==> src/rtl/life_ctrl.sv <==
// life_ctrl: key-driven sequencer for the Game of Life core.
// Cursor moves, cell flips and generation steps with auto-repeat.
module life_ctrl #(
  parameter int X = 16,
  parameter int Y = 16,
  parameter int LOG2X = 4,
  parameter int LOG2Y = 4,
  parameter int HOLD = 256,
  parameter int REPEAT = 64
) (
  input  logic             clk,
  input  logic             reset,
  input  logic             key_nxt,
  input  logic             key_flip,
  input  logic             key_up,
  input  logic             key_down,
  input  logic             key_left,
  input  logic             key_right,
  output logic             eng_start,
  input  logic             eng_done,
  output logic             flip_req,
  output logic [LOG2X-1:0] flip_x,
  output logic [LOG2Y-1:0] flip_y,
  input  logic             flip_ack,
  output logic [LOG2X-1:0] cur_x,
  output logic [LOG2Y-1:0] cur_y,
  output logic             busy,
  output logic [15:0]      gen_count
);

  localparam int MAXP = (HOLD > REPEAT) ? HOLD : REPEAT;
  localparam int CW = $clog2(MAXP) + 1;
  localparam logic [CW-1:0] HOLD_LIM = CW'(HOLD - 1);
  localparam logic [CW-1:0] REP_LIM = CW'(REPEAT - 1);
  localparam logic [LOG2X-1:0] XMAX = LOG2X'(X - 1);
  localparam logic [LOG2Y-1:0] YMAX = LOG2Y'(Y - 1);
  localparam logic [LOG2X-1:0] XMID = LOG2X'(X / 2);
  localparam logic [LOG2Y-1:0] YMID = LOG2Y'(Y / 2);

  typedef enum logic [1:0] {
    IDLE,
    STEP,
    FLIP
  } state_t;

  state_t state, state_n;

  logic [5:0] keys, k_q, rise;
  logic [CW-1:0] cnt;
  logic rep;
  logic tick;
  logic flip_pend, step_pend;
  logic flip_ev, step_ev;
  logic flip_go, step_go;
  logic [LOG2X-1:0] x_n;
  logic [LOG2Y-1:0] y_n;

  assign keys = {key_nxt, key_flip, key_up,
                 key_down, key_left, key_right};
  assign rise = keys & ~k_q;

  // rep selects the shorter spacing once the first hold tick has fired
  assign tick = key_nxt &&
                (cnt == (rep ? REP_LIM : HOLD_LIM));

  assign flip_ev = rise[4];
  assign step_ev = rise[5] | tick;

  always_ff @(posedge clk or negedge reset) begin
    if (!reset) begin
      k_q <= '0;
      cnt <= '0;
      rep <= 1'b0;
    end else begin
      k_q <= keys;
      if (!key_nxt) begin
        cnt <= '0;
        rep <= 1'b0;
      end else if (tick) begin
        cnt <= '0;
        rep <= 1'b1;
      end else begin
        cnt <= cnt + CW'(1);
      end
    end
  end

  always_comb begin
    x_n = cur_x;
    y_n = cur_y;
    if (rise[1] && !rise[0])
      x_n = (cur_x == '0) ? XMAX : cur_x - LOG2X'(1);
    else if (rise[0] && !rise[1])
      x_n = (cur_x == XMAX) ? '0 : cur_x + LOG2X'(1);
    if (rise[3] && !rise[2])
      y_n = (cur_y == '0) ? YMAX : cur_y - LOG2Y'(1);
    else if (rise[2] && !rise[3])
      y_n = (cur_y == YMAX) ? '0 : cur_y + LOG2Y'(1);
  end

  always_comb begin
    state_n = state;
    flip_go = 1'b0;
    step_go = 1'b0;
    unique case (state)
      IDLE: begin
        if (flip_ev || flip_pend) begin
          state_n = FLIP;
          flip_go = 1'b1;
        end else if (step_ev || step_pend) begin
          state_n = STEP;
          step_go = 1'b1;
        end
      end
      STEP: if (eng_done) state_n = IDLE;
      FLIP: if (flip_ack) state_n = IDLE;
      default: state_n = IDLE;
    endcase
  end

  always_ff @(posedge clk or negedge reset) begin
    if (!reset) state <= IDLE;
    else        state <= state_n;
  end

  always_ff @(posedge clk or negedge reset) begin
    if (!reset) begin
      eng_start <= 1'b0;
      flip_req  <= 1'b0;
      busy      <= 1'b0;
      flip_x    <= '0;
      flip_y    <= '0;
      cur_x     <= XMID;
      cur_y     <= YMID;
      gen_count <= '0;
      flip_pend <= 1'b0;
      step_pend <= 1'b0;
    end else begin
      eng_start <= step_go;
      flip_req  <= (state_n == FLIP);
      busy      <= (state_n != IDLE);
      cur_x     <= x_n;
      cur_y     <= y_n;
      // target is the pre-move cursor, frozen until the ack
      if (flip_go) begin
        flip_x <= cur_x;
        flip_y <= cur_y;
      end
      if (state == STEP && eng_done)
        gen_count <= gen_count + 16'd1;
      flip_pend <= !flip_go && (flip_pend || flip_ev);
      step_pend <= !step_go && (step_pend || step_ev);
    end
  end

endmodule

==> config.mk <==
export PLATFORM = sky130hd
export DESIGN_NAME = life_ctrl
export DESIGN_NICKNAME = d
export VERILOG_FILES = /design/src/rtl/life_ctrl.sv
export SDC_FILE = /design/constraint.sdc
export NUM_CORES = 1
export LEC_CHECK = 0
export ABC_AREA = 0
export CAP_MARGIN = 10
export CORE_MARGIN = 3
export CORE_UTILIZATION = 41
export CTS_CLUSTER_DIAMETER = 60
export DETAILED_ROUTE_END_ITERATION = 10
export GPL_TIMING_DRIVEN = 0
export PLACE_DENSITY = 0.74
export SLEW_MARGIN = 20
export SYNTH_ARGS = -nofsm -noshare
export SYNTH_HDL_FRONTEND = slang
export SYNTH_SLANG_ARGS = --single-unit
==> constraint.sdc <==
create_clock -name clk -period 3.24 [get_ports clk]
set_clock_uncertainty 0.1 [all_clocks]
set_input_delay 0.324 -clock clk [delete_from_list [all_inputs] [get_ports clk]]
set_output_delay 0.324 -clock clk [all_outputs]
set_load 0.005 [all_outputs]
---- Word level (Yosys, flattened, before mapping) ----
Index checks and enable logic that the tools add are counted.
cells by class
  add/sub/neg operators ................... 6
  equal/unequal tests ..................... 7
  mux-type cells .......................... 23
  bitwise gates (word level) .............. 3
  reduce and logical (&&, ||, !) cells .... 22
operators by type and width
  cell                                                    count
  two-way mux 4 bit                                       8
  two-way mux 9 bit                                       2
  adder 16 x 1 -> 16 bit (second input constant)          1
  adder 9 x 1 -> 9 bit (second input constant)            1
  == test 9 x 8 -> 1 bit                                  1
  adder 4 x 1 -> 4 bit (second input constant)            2
  == test 4 bit (second input constant)                   2
  logical AND 1 bit                                       8
  logical NOT 4 bit                                       2
  two-way mux 2 bit                                       4
  two-way mux 8 bit                                       1
  subtractor 4 x 1 -> 4 bit (second input constant)       2
  two-way mux 1 bit                                       7
  AND 6 bit                                               1
  logical NOT 1 bit                                       6
  inverter 6 bit                                          1
  one-hot mux 2 bit (3 select lines)                      1
  nonzero test 2 bit                                      3
  == test 2 bit (second input constant)                   2
  == test 2 x 1 -> 1 bit (second input constant)          1
  logical NOT 2 bit                                       1
  logical OR 1 bit                                        2
  inequality test 2 x 1 -> 1 bit (second input constant)  1
  OR 1 bit                                                1
storage, ports and cells
  flip-flop bits (word level) ............. 55
  word-level logic and storage cells ...... 75
  output and inout bits ................... 35
  input bits .............................. 10

---- Logic depth before layout (Yosys ltp) ----
  depth after elaboration ................. 10
  mapped depth ............................ 7
  mapped depth without buffers ............ 6

---- Worst setup path before layout ----
No wires, ideal clock.
  kind .................................... register to register
  start ................................... register k_q[0]
  end ..................................... register cur_x[3]
  path slack .............................. 1.469 ns
  clock period less this slack ............ 1.771 ns
  data arrival time ....................... 1.610 ns
  stages on the path, launching flop included .. 6
  data required time ...................... 3.079 ns
  library setup time ...................... 0.061 ns
  buffers on the path ..................... 1
  cells stage by stage .................... dfrtp_1 > nand2b_1 > ha_1 > clkbuf_1 > or4b_2 > nand2_1
between the ends
  longest elaborated chain between the ends .. 5
  elaborated cells on any way between the ends .. 7
  those cells by class .................... 1 x mux; 2 x bitwise; 4 x reduce/logical
ends and longest elaborated chain
  element                                                         line  text
  start: declaration                                              48    logic [5:0] keys, k_q, rise;
  start signal: assignment                                        75    k_q <= keys;
  inverter 6 bit (*)                                              60    assign rise = keys & ~k_q;
  AND 6 bit (*)                                                   60
  logical NOT 1 bit                                               91    if (rise[1] && !rise[0])
  logical AND 1 bit                                               91
  two-way mux 4 bit / nonzero test 2 bit (equally long branches)  -
  end signal: assignment                                          142   cur_x <= x_n;
  end: declaration                                                25    output logic [LOG2X-1:0] cur_x,
Mark *: on every way between the ends. The rest lies on a longest branch, timed or not.
A chain may end at the register's enable or synchronous reset.

---- Worst setup path after layout ----
  start ................................... input key_left
  end ..................................... register cur_x[3]
between the ends
  longest elaborated chain between the ends .. 4
  elaborated cells on any way between the ends .. 6
  those cells by class .................... 1 x mux; 1 x bitwise; 4 x reduce/logical
ends and longest elaborated chain
  element                       line  text
  start: declaration            17    input logic key_left,
  AND 6 bit (*)                 60
  logical NOT 1 bit             93    else if (rise[0] && !rise[1])
  logical AND 1 bit             93
  nonzero test 2 bit (no line)  -
Marks and branches as above.

==> results_dict.tcl <==
set metrics [dict create \
    grt_remaining_overflow 0 \
    gr-usage-all-layers 0.138 \
    cp-end-kind "flop" \
    r2r_end "cur_x[3]$_DFFE_PN1P_" \
    io_buffers 44 \
    core_area_um2 5990 \
    wl_per_cell_um 12.8 \
    setup_violations 0 \
    n_antenna_cell 0 \
    cap_violations 0 \
    post_cts_buffers 0 \
    dp_cells 354 \
    reg2reg_depth 5 \
    dp_hpwl_um 3340 \
    std_cell_rows 28 \
    hold_end "k_q[3]$_DFF_PN0_" \
    outcome "finished, final reports clean" \
    cpMaxStageDelayCell "or4b_2" \
    initial_core_util 0.429 \
    syn_inst 235 \
    clock-sinks 55 \
    syn_area_um2 2570 \
    clockBufferDepth 2 \
    report.final.slew_viol_count 0 \
    power_density_nw_per_um2 697 \
    cp-start-kind "input port" \
    rsz0062_at_grt "false" \
    yosys-top-cells-area "dfrtp_1 52%, xnor2_1 6.1%, ha_1 4.9%" \
    grt_max_degree 56 \
    drive_gt1_frac 0.0938 \
    reg2reg_from "k_q[0]$_DFF_PN0_" \
    vias_per_cell 5.02 \
    placed_area_um2 3100 \
    grt_pass1_wl_um 8090 \
    cpPeakStageDelay_ns 0.69 \
    clk_pin_slew_ns 0.09 \
    hold_slack_ns 0.375 \
    htreeDepth 2 \
    fin_cells 363 \
    min_period_ns 1.98 \
    met1_usage 0.181 \
    synth_cell_types 43 \
    cts_buffers 5 \
    power_switching_w 0.000715 \
    synth_common_cells "53 x dfrtp_1, 26 x nor2_1, 18 x xnor2_1, 17 x nand2_1" \
    drt-total-wl_um 4650 \
    slew_headroom 0.548 \
    fp.dieArea_um2 7260 \
    seqPwrFrac 0.465 \
    grt_antenna_before_repair 0 \
    leakage_nw 1.38 \
    post-route-period-util 0.611 \
    met2_usage 0.225 \
    path_class "in2reg" \
    die_h_um 85.2 \
    rrSetupSlack_ns 1.37 \
    p_comb_frac 0.363 \
    tns_ns 0 \
    hp-start "key_up" \
    final_cell_area_um2 3200 \
    hold_violations 0 \
    drc 0 \
    crit_required_ns 3.39 \
    die_w_um 85.2 \
    synth-edff-count 0 \
    grt_pass1_vias 1808 \
    fin_nets 307 \
    vias 1821 \
    crit_chain "clkdlybuf4s50_1, nor2b_1, ha_1, clkbuf_1, or4b_2, nand2_1" \
    area.growth.synth_to_final_pct 24.6 \
    ir_drop_v 0.000501 \
    tightest_slew_ns 0.678 \
    ant_nets 0 \
    synth-main-ff-cell "dfrtp_1" \
    yosys.area.top_type_share 0.516 \
    p_int_w 0.00152 \
    avgSynthCellArea_um2 10.9 \
    hold_class "in2reg" \
    p_clk_frac 0.172 \
    cts-root-buf "clkbuf_8" \
    worstHoldPathCells 1 \
    ys_seq_area_frac 0.536 \
    drt_first_iter_violations 45 \
    async_flop_share 1.00 \
    num_io_pins 45 \
    grt.busiest_layer "met2" \
    fillers 533 \
    grtUsageMet3 0.0282 \
    synth_fp_nets 255 \
    timing.critical_path.fanout_max 9 \
    yosysTopAreaCell "dfrtp_1" \
    synth_seq_cells 55 \
    clock.fmax_mhz 505 \
    drtPass1Iterations 4 \
    ys_warn_count 0 \
    clkLatencyLatePin_ns 0.30 \
    switching_share 0.320 \
    arrival_ns 2.13 \
    routabilityCongestion 0.810 \
    synth.most_common_cell "dfrtp_1" \
    tritoncts "built" \
]
==> registers in the layout, summed over array words and instances (netlist names) <==
name and count:
flip_x 4, flip_y 4, gen_count 16, cur_y 4, state 2, eng_start 1
flip_req 1, busy 1, flip_pend 1, cur_x 4, step_pend 1, cnt 9
rep 1, k_q 6
==> metrics by stage <==
step                      worst slack [ns]   util  total power (W)
after floorplan                       1.47      -          0.00146
after global placement              0.0578  0.518          0.00184
after detailed placement             0.936  0.518          0.00187
after CTS                             1.26  0.535          0.00226
after global routing                  1.15  0.535          0.00241
final                                 1.26  0.535          0.00223
==> layout by cell type, fill, tap and decap left out, types with 3 or more instances in the layout <==
master and n:
nor2_1 26, nand2b_1 4, xnor2_1 18, a21oi_1 8, dfrtp_1 53, nand3_1 10, inv_1 9, nor2b_1 8
nand4_1 3, nand2_1 17, xor2_1 6, ha_1 10, o21ai_0 9, clkdlybuf4s50_1 43, clkbuf_8 6, clkbuf_1 5
and3_1 3, mux2_2 9, nor3_1 3
==> worst max path at each step <==
stage | cells past startpoint | to | start | slack, ns
6_report | 6 | cur_x[3]$_DFFE_PN1P_ | key_left | 1.26
5_1_grt | 6 | cur_x[3]$_DFFE_PN1P_ | key_left | 1.15
4_1_cts | 6 | cur_x[3]$_DFFE_PN1P_ | key_left | 1.26
3_5_place_dp | 6 | cur_x[3]$_DFFE_PN1P_ | key_left | 0.94
3_3_place_gp | 1 | cur_y[1]$_DFFE_PN0P_ | reset | 0.06
2_1_floorplan | 5 | cur_x[3]$_DFFE_PN1P_ | k_q[0]$_DFF_PN0_ | 1.47
==> cell type report <==
class	count	area, um^2	share of cell area
Sequential cell	55	1380	0.430
Clock inverter	1	5.00	0.00156
Clock buffer	7	86.3	0.0269
Timing Repair Buffer	45	448	0.140
Inverter	9	33.8	0.0105
Multi-Input combinational cell	165	1130	0.352
Tap cell	75	93.8	0.0293
Buffer	6	30.0	0.00937
==> kinds of logic after synthesis <==
kind of cell,Yosys count,share of synthesized area
and+or+nand+nor,88,0.177
muxes,10,0.0433
DFF,55,0.536
xor gates and xnor gates,24,0.0818
adders and majority gates,10,0.0487
buffers and inverters,15,0.0248
AOI/OAI and AO/OA,33,0.0886
==> metal layers <==
metal / routed length (um) / vias to the layer above
met4: 82 / 0
met5: 0 / -
met3: 223 / 9
met2: 2120 / 47
li1: - / 906
met1: 2220 / 859
==> critical path: cells and delay by family <==
family	cells	cell delay (ns)
and+or+nand+nor	3	0.90
buffers and inverters	2	0.67
adders and majority gates	1	0.23
==> power by group through the flow <==
stage / combinational, W / sequential, W / clock [W]
3_5_place_dp: 0.000815 / 0.00105 / 0
2_1_floorplan: 0.000429 / 0.00103 / 0
6_report: 0.000811 / 0.00104 / 0.000385
5_1_grt: 0.000909 / 0.00107 / 0.000426
4_1_cts: 0.000822 / 0.00104 / 0.000404
3_3_place_gp: 0.000796 / 0.00104 / 0
==> timing repair <==
item | in CTS | in global routing
resized for setup | 0 | 0
hold buffers | 1 | 0
endpoints found under the hold margin | 53 | 0
Note: power is estimated with default switching activity, not from simulation.
